### src/rtl/loong_pkg.sv
// Shared types and constants for the LOONG round sequencer.
package loong_pkg;

  localparam int LOONG_RC_DEPTH        = 33;
  localparam int LOONG_NUM_ROUNDS      = 32;
  localparam int LOONG_ROUNDS_PER_STEP = 4;

  typedef logic [5:0] rc_idx_t;

  typedef enum logic [3:0] {
    ST_IDLE      = 4'd0,
    ST_ADDKEY    = 4'd1,
    ST_RC_REQ    = 4'd2,
    ST_RC_WAIT   = 4'd3,
    ST_ADDCONST  = 4'd4,
    ST_SUBCELLS  = 4'd5,
    ST_SHIFTROWS = 4'd6,
    ST_MIXCOLS   = 4'd7,
    ST_DONE      = 4'd8
  } round_state_t;

  // The round register runs one past the last round during the final key add.
  function automatic rc_idx_t clamp_round(input rc_idx_t r, input rc_idx_t last);
    return (r > last) ? last : r;
  endfunction

endpackage

### src/rtl/loong_round_ctrl.sv
// Round sequencer for the LOONG cipher core: steps the datapath through key
// additions and rounds, fetching each round constant via a req/done handshake.
module loong_round_ctrl
  import loong_pkg::*;
#(
  parameter int NUM_ROUNDS      = LOONG_NUM_ROUNDS,
  parameter int ROUNDS_PER_STEP = LOONG_ROUNDS_PER_STEP
) (
  input  logic       clock,
  input  logic       rst,
  input  logic       start,
  output logic       busy,
  output logic       done,
  output logic [5:0] round,
  output logic       rc_req,
  output logic [5:0] rc_idx,
  input  logic       rc_done,
  output logic       en_addkey,
  output logic       en_addconst,
  output logic       en_subcells,
  output logic       en_shiftrows,
  output logic       en_mixcols
);

  if ((NUM_ROUNDS < 1) || (NUM_ROUNDS > LOONG_RC_DEPTH) || (ROUNDS_PER_STEP < 1) ||
      ((NUM_ROUNDS % ROUNDS_PER_STEP) != 0)) begin : g_param_check
    $error("loong_round_ctrl: NUM_ROUNDS must be 1..33 and a multiple of ROUNDS_PER_STEP");
  end

  localparam rc_idx_t ROUND_END = rc_idx_t'(NUM_ROUNDS);
  localparam rc_idx_t ROUND_MAX = rc_idx_t'(NUM_ROUNDS - 1);
  localparam rc_idx_t STEP      = rc_idx_t'(ROUNDS_PER_STEP);

  round_state_t state_q, state_d;
  rc_idx_t      round_q, round_d;
  rc_idx_t      round_inc_s;

  logic    busy_q, busy_d;
  logic    done_q, done_d;
  rc_idx_t round_out_q, round_out_d;
  logic    rc_req_q, rc_req_d;
  rc_idx_t rc_idx_q, rc_idx_d;
  logic    en_addkey_q, en_addkey_d;
  logic    en_addconst_q, en_addconst_d;
  logic    en_subcells_q, en_subcells_d;
  logic    en_shiftrows_q, en_shiftrows_d;
  logic    en_mixcols_q, en_mixcols_d;

  assign round_inc_s = round_q + 6'd1;

  // Next-state, round counter and output decode of the upcoming state.
  always_comb begin
    state_d = state_q;
    round_d = round_q;
    case (state_q)
      ST_IDLE: begin
        round_d = 6'd0;
        if (start) begin
          state_d = ST_ADDKEY;
        end else begin
          state_d = ST_IDLE;
        end
      end
      ST_ADDKEY: begin
        if (round_q == ROUND_END) begin
          state_d = ST_DONE;
        end else begin
          state_d = ST_RC_REQ;
        end
      end
      ST_RC_REQ:    state_d = ST_RC_WAIT;
      ST_RC_WAIT: begin
        if (rc_done) begin
          state_d = ST_ADDCONST;
        end else begin
          state_d = ST_RC_WAIT;
        end
      end
      ST_ADDCONST:  state_d = ST_SUBCELLS;
      ST_SUBCELLS:  state_d = ST_SHIFTROWS;
      ST_SHIFTROWS: state_d = ST_MIXCOLS;
      ST_MIXCOLS: begin
        round_d = round_inc_s;
        if ((round_inc_s % STEP) == 6'd0) begin
          state_d = ST_ADDKEY;
        end else begin
          state_d = ST_RC_REQ;
        end
      end
      ST_DONE: begin
        round_d = 6'd0;
        state_d = ST_IDLE;
      end
      default: begin
        round_d = 6'd0;
        state_d = ST_IDLE;
      end
    endcase

    // Outputs are decoded from the next state so the registers line up with it.
    busy_d         = (state_d != ST_IDLE);
    done_d         = (state_d == ST_DONE);
    rc_req_d       = (state_d == ST_RC_REQ);
    en_addkey_d    = (state_d == ST_ADDKEY);
    en_addconst_d  = (state_d == ST_ADDCONST);
    en_subcells_d  = (state_d == ST_SUBCELLS);
    en_shiftrows_d = (state_d == ST_SHIFTROWS);
    en_mixcols_d   = (state_d == ST_MIXCOLS);
    round_out_d    = clamp_round(round_d, ROUND_MAX);
    rc_idx_d       = round_d;
  end

  // State and round register.
  always_ff @(posedge clock) begin
    if (rst) begin
      state_q <= ST_IDLE;
      round_q <= 6'd0;
    end else begin
      state_q <= state_d;
      round_q <= round_d;
    end
  end

  // Registered outputs.
  always_ff @(posedge clock) begin
    if (rst) begin
      busy_q         <= 1'b0;
      done_q         <= 1'b0;
      round_out_q    <= 6'd0;
      rc_req_q       <= 1'b0;
      rc_idx_q       <= 6'd0;
      en_addkey_q    <= 1'b0;
      en_addconst_q  <= 1'b0;
      en_subcells_q  <= 1'b0;
      en_shiftrows_q <= 1'b0;
      en_mixcols_q   <= 1'b0;
    end else begin
      busy_q         <= busy_d;
      done_q         <= done_d;
      round_out_q    <= round_out_d;
      rc_req_q       <= rc_req_d;
      rc_idx_q       <= rc_idx_d;
      en_addkey_q    <= en_addkey_d;
      en_addconst_q  <= en_addconst_d;
      en_subcells_q  <= en_subcells_d;
      en_shiftrows_q <= en_shiftrows_d;
      en_mixcols_q   <= en_mixcols_d;
    end
  end

  assign busy         = busy_q;
  assign done         = done_q;
  assign round        = round_out_q;
  assign rc_req       = rc_req_q;
  assign rc_idx       = rc_idx_q;
  assign en_addkey    = en_addkey_q;
  assign en_addconst  = en_addconst_q;
  assign en_subcells  = en_subcells_q;
  assign en_shiftrows = en_shiftrows_q;
  assign en_mixcols   = en_mixcols_q;

endmodule

### config.mk
export PLATFORM = sky130hd
export DESIGN_NAME = loong_round_ctrl
export DESIGN_NICKNAME = d
export VERILOG_FILES = /design/src/rtl/loong_pkg.sv /design/src/rtl/loong_round_ctrl.sv
export SDC_FILE = /design/constraint.sdc
export NUM_CORES = 1
export LEC_CHECK = 0
export ABC_AREA = 1
export BUFFER_PORTS_ARGS = -buffer_cell sky130_fd_sc_hd__buf_2
export CAP_MARGIN = 20
export CELL_PAD_IN_SITES_DETAIL_PLACEMENT = 1
export CELL_PAD_IN_SITES_GLOBAL_PLACEMENT = 1
export CORE_AREA = 3 3 55 57
export DETAILED_ROUTE_END_ITERATION = 6
export DIE_AREA = 0 0 58 60
export HOLD_SLACK_MARGIN = 0.03
export PLACE_DENSITY = 0.79
export SKIP_LAST_GASP = 1
export SYNTH_ARGS = -nofsm -noshare
export SYNTH_HDL_FRONTEND = slang
export SYNTH_SLANG_ARGS = --single-unit
### constraint.sdc
create_clock -name clock -period 3.62 [get_ports clock]
set_input_delay 0.724 -clock clock [delete_from_list [all_inputs] [get_ports clock]]
set_output_delay 0.724 -clock clock [all_outputs]
set_load 0.005 [all_outputs]
==> summary.txt <==
Flow run
  • # Max-Cap Violations: 0

Yosys
  • Post-synth EDFFs: 0
  • Post-synthesis sequential area ratio: 46.4%
  • FF+latch count, synth: 24
  • Mapped Cells: 129
  • Most used flip-flop cell after synthesis: dfxtp_1
  • Distinct cell type count after synthesis: 26
  • Syn Area/Cell: 8.02 um2
  • Syn nets: 135
  • Yosys warns: 0
  • Synth async-reset ratio: 0%
  • Cell Area, Synth: 1030 um2

Worst setup path
  • RR Endpoint: round[3]
  • CP max-delay cell: dfxtp_1
  • WP data required: 2.90 ns
  • R2R Setup Slk: 2.21 ns
  • CP Capture Type: primary output
  • Reg2Reg Launch Point: state_q[0]
  • CP max FO: 7
  • Critical Path AT: 0.94 ns
  • Crit start category: flip-flop
  • CP top delay family: flip-flops
  • R2R cell count: 7
  • Crit path buf inv count: 1
  • Max stage delay on crit path: 0.47 ns
  • Critical path cell sequence: buf_2
  • Crit path kind: flip-flop to primary output

Clock network
  • TritonCTS Buffers: 3
  • Clk slew on worst S/H paths: 0.13 ns
  • Post-CTS sizing: 0
  • H-tree Lvls: 1
  • Clock sinks: 24
  • Clk root buf: clkbuf_4
  • Longest Clk Path Bufs: 2
  • Post CTS Setup Buffer Count: 0
  • Post-cts hold buffer count: 0
  • Worst-Skew Late Latency: 0.31 ns
  • CTS tree: yes

Detailed routing
  • Total iterations of the first detailed-routing run: 3
  • Via count: 893
  • Vias/cell: 4.88
  • Final ANT Viol Nets: 0
  • Routed wire length: 2.33 mm
  • First DRT Iteration DRCs: 20
  • Routed len/inst: 12.7 um
  • DRC viols: 0

Global routing
  • Grt total ovfl: 0
  • Vias in the first global route: 837
  • Total track usage: 14.8%
  • Pin count of the biggest net entering global routing: 13
  • First-pass GRT wire length: 3.88 mm
  • Initial antenna violation count: 0

Floorplanning
  • Die width: 58 um
  • Starting Density: 41.0%
  • Core area: 2520 um2
  • DIE AREA: 3480 um2
  • Number of core rows: 18
  • Top-Level Pins: 24
  • Die Ht: 60 um

Hold path
  • Tightest Hold Check Type: flip-flop to flip-flop
  • Hold path cells: 3
  • Hold path endpoint: rc_idx[0]
  • Hold_sp: rc_idx[0]

Status
  • Status: complete, no violations

Timing
  • RSZ-0062 raised after global routing: no
  • Fin Clk Skew: 0.000632 ns
  • Final count of negative-setup-slack endpoints: 0
  • Ratio of final minimum period to clock period: 46.0%
  • Slew Limit Fails: 0
  • Final setup TNS: 0 ns
  • Final hold violations: 0
  • Final min period: 1.66 ns
  • Min Hold Slack: 0.596 ns
  • Highest clock rate: 0.601 GHz

Layout
  • Most common cell after layout, fill and taps aside: nand2_1
  • Area growth from synthesis to layout: 15.8%
  • Most frequent cells in the layout: nand2_1, dfxtp_1, buf_2
  • Share of layout cells above drive strength 1: 32.7%
  • Fin nets: 161
  • Antenna diodes: 0

Placement
  • DP Wirelength: 1.82 mm
  • PortBufs: 23
  • RePlAce Congestion: 0.817

Pwr
  • PD cells: 395 nW/um2
  • Worst VDD drop: 0.225 mV
  • Leak Pwr: 0.699 nW
## kinds of logic after synthesis
| family | share of synthesized area [%] |
|---|---|
| AO/OA/AOI/OAI | 4.11 |
| adder cells (fa/ha/maj) | 2.42 |
| other | 0.362 |
| AND/OR/NAND/NOR | 37.8 |
| flip-flops | 46.4 |
| buffers and inverters | 7.98 |
| XOR/XNOR | 0.847 |
## worst max-delay path by stage
stage                         start   endpoint  slack (ns)  depth (start not counted)
after floorplan                 rst   round[0]        2.16                          4
after global placement        start       busy        2.05                          7
after detailed placement      start       busy        2.04                          7
after CTS                 rc_idx[4]  rc_idx[4]        1.93                          1
after global routing      rc_idx[4]  rc_idx[4]        1.86                          1
final                     rc_idx[4]  rc_idx[4]        1.96                          1
## synthesized netlist by cell type (2+ instances only)
cell type,n,area share (%)
inv_1,15,5.4
nand2_1,27,9.8
nor2_4,2,2.2
ha_1,2,2.4
nand4_1,2,1.2
nand3_2,2,1.9
inv_2,4,1.5
nand3_1,12,5.8
nor2_2,2,1.2
nor3_1,4,1.9
nor2_1,9,3.3
nand2_4,2,2.2
o21ai_1,2,0.97
dfxtp_1,24,46
nand2_2,8,4.8
o21ai_0,2,0.97
## per-stage QoR
step	worst slack, ns	power (W)	std cells	instance area, um2	util (%)
2_1_floorplan	2.16	0.000342	129	1030	-
3_3_place_gp	2.05	0.000358	180	1180	46.6
3_5_place_dp	2.04	0.000362	180	1180	46.6
4_1_cts	1.93	0.000477	183	1200	47.5
5_1_grt	1.86	0.000501	183	1200	47.5
6_report	1.96	0.000474	183	1200	47.5
## cell type report
class                   instances  area, um2
flip-flops and latches         24        480
fillers                       329       1320
well taps                      30       37.5
multi-input cells              84        472
inverters                      19       71.3
repair buffers                 23        115
clock buffers                   3       22.5
## metal layers
metal,routed length (um),track usage (%),up-vias
met3,94,3.24,2
li1,-,-,451
met1,1100,18.3,425
met2,1120,24.5,15
met5,0,0,-
met4,19,6.95,0
## worst reg2reg max path, delay by kind of cell, from the launching register on
| kind | cells | cell delay, ns |
|---|---|---|
| DFF | 1 | 0.58 |
| AOI/OAI and AO/OA | 1 | 0.12 |
| and+or+nand+nor | 6 | 0.61 |
## power by group
part	leakage [nW]	total [W]	internal, W	switching [W]
sequential	0.195	0.000285	0.000274	0.0000110
combinational	0.490	0.0000710	0.0000241	0.0000469
clock	0.0138	0.000118	0.0000389	0.0000789
total	0.699	0.000474	0.000337	0.000137
No activity file was read; power rests on OpenSTA's default activity.
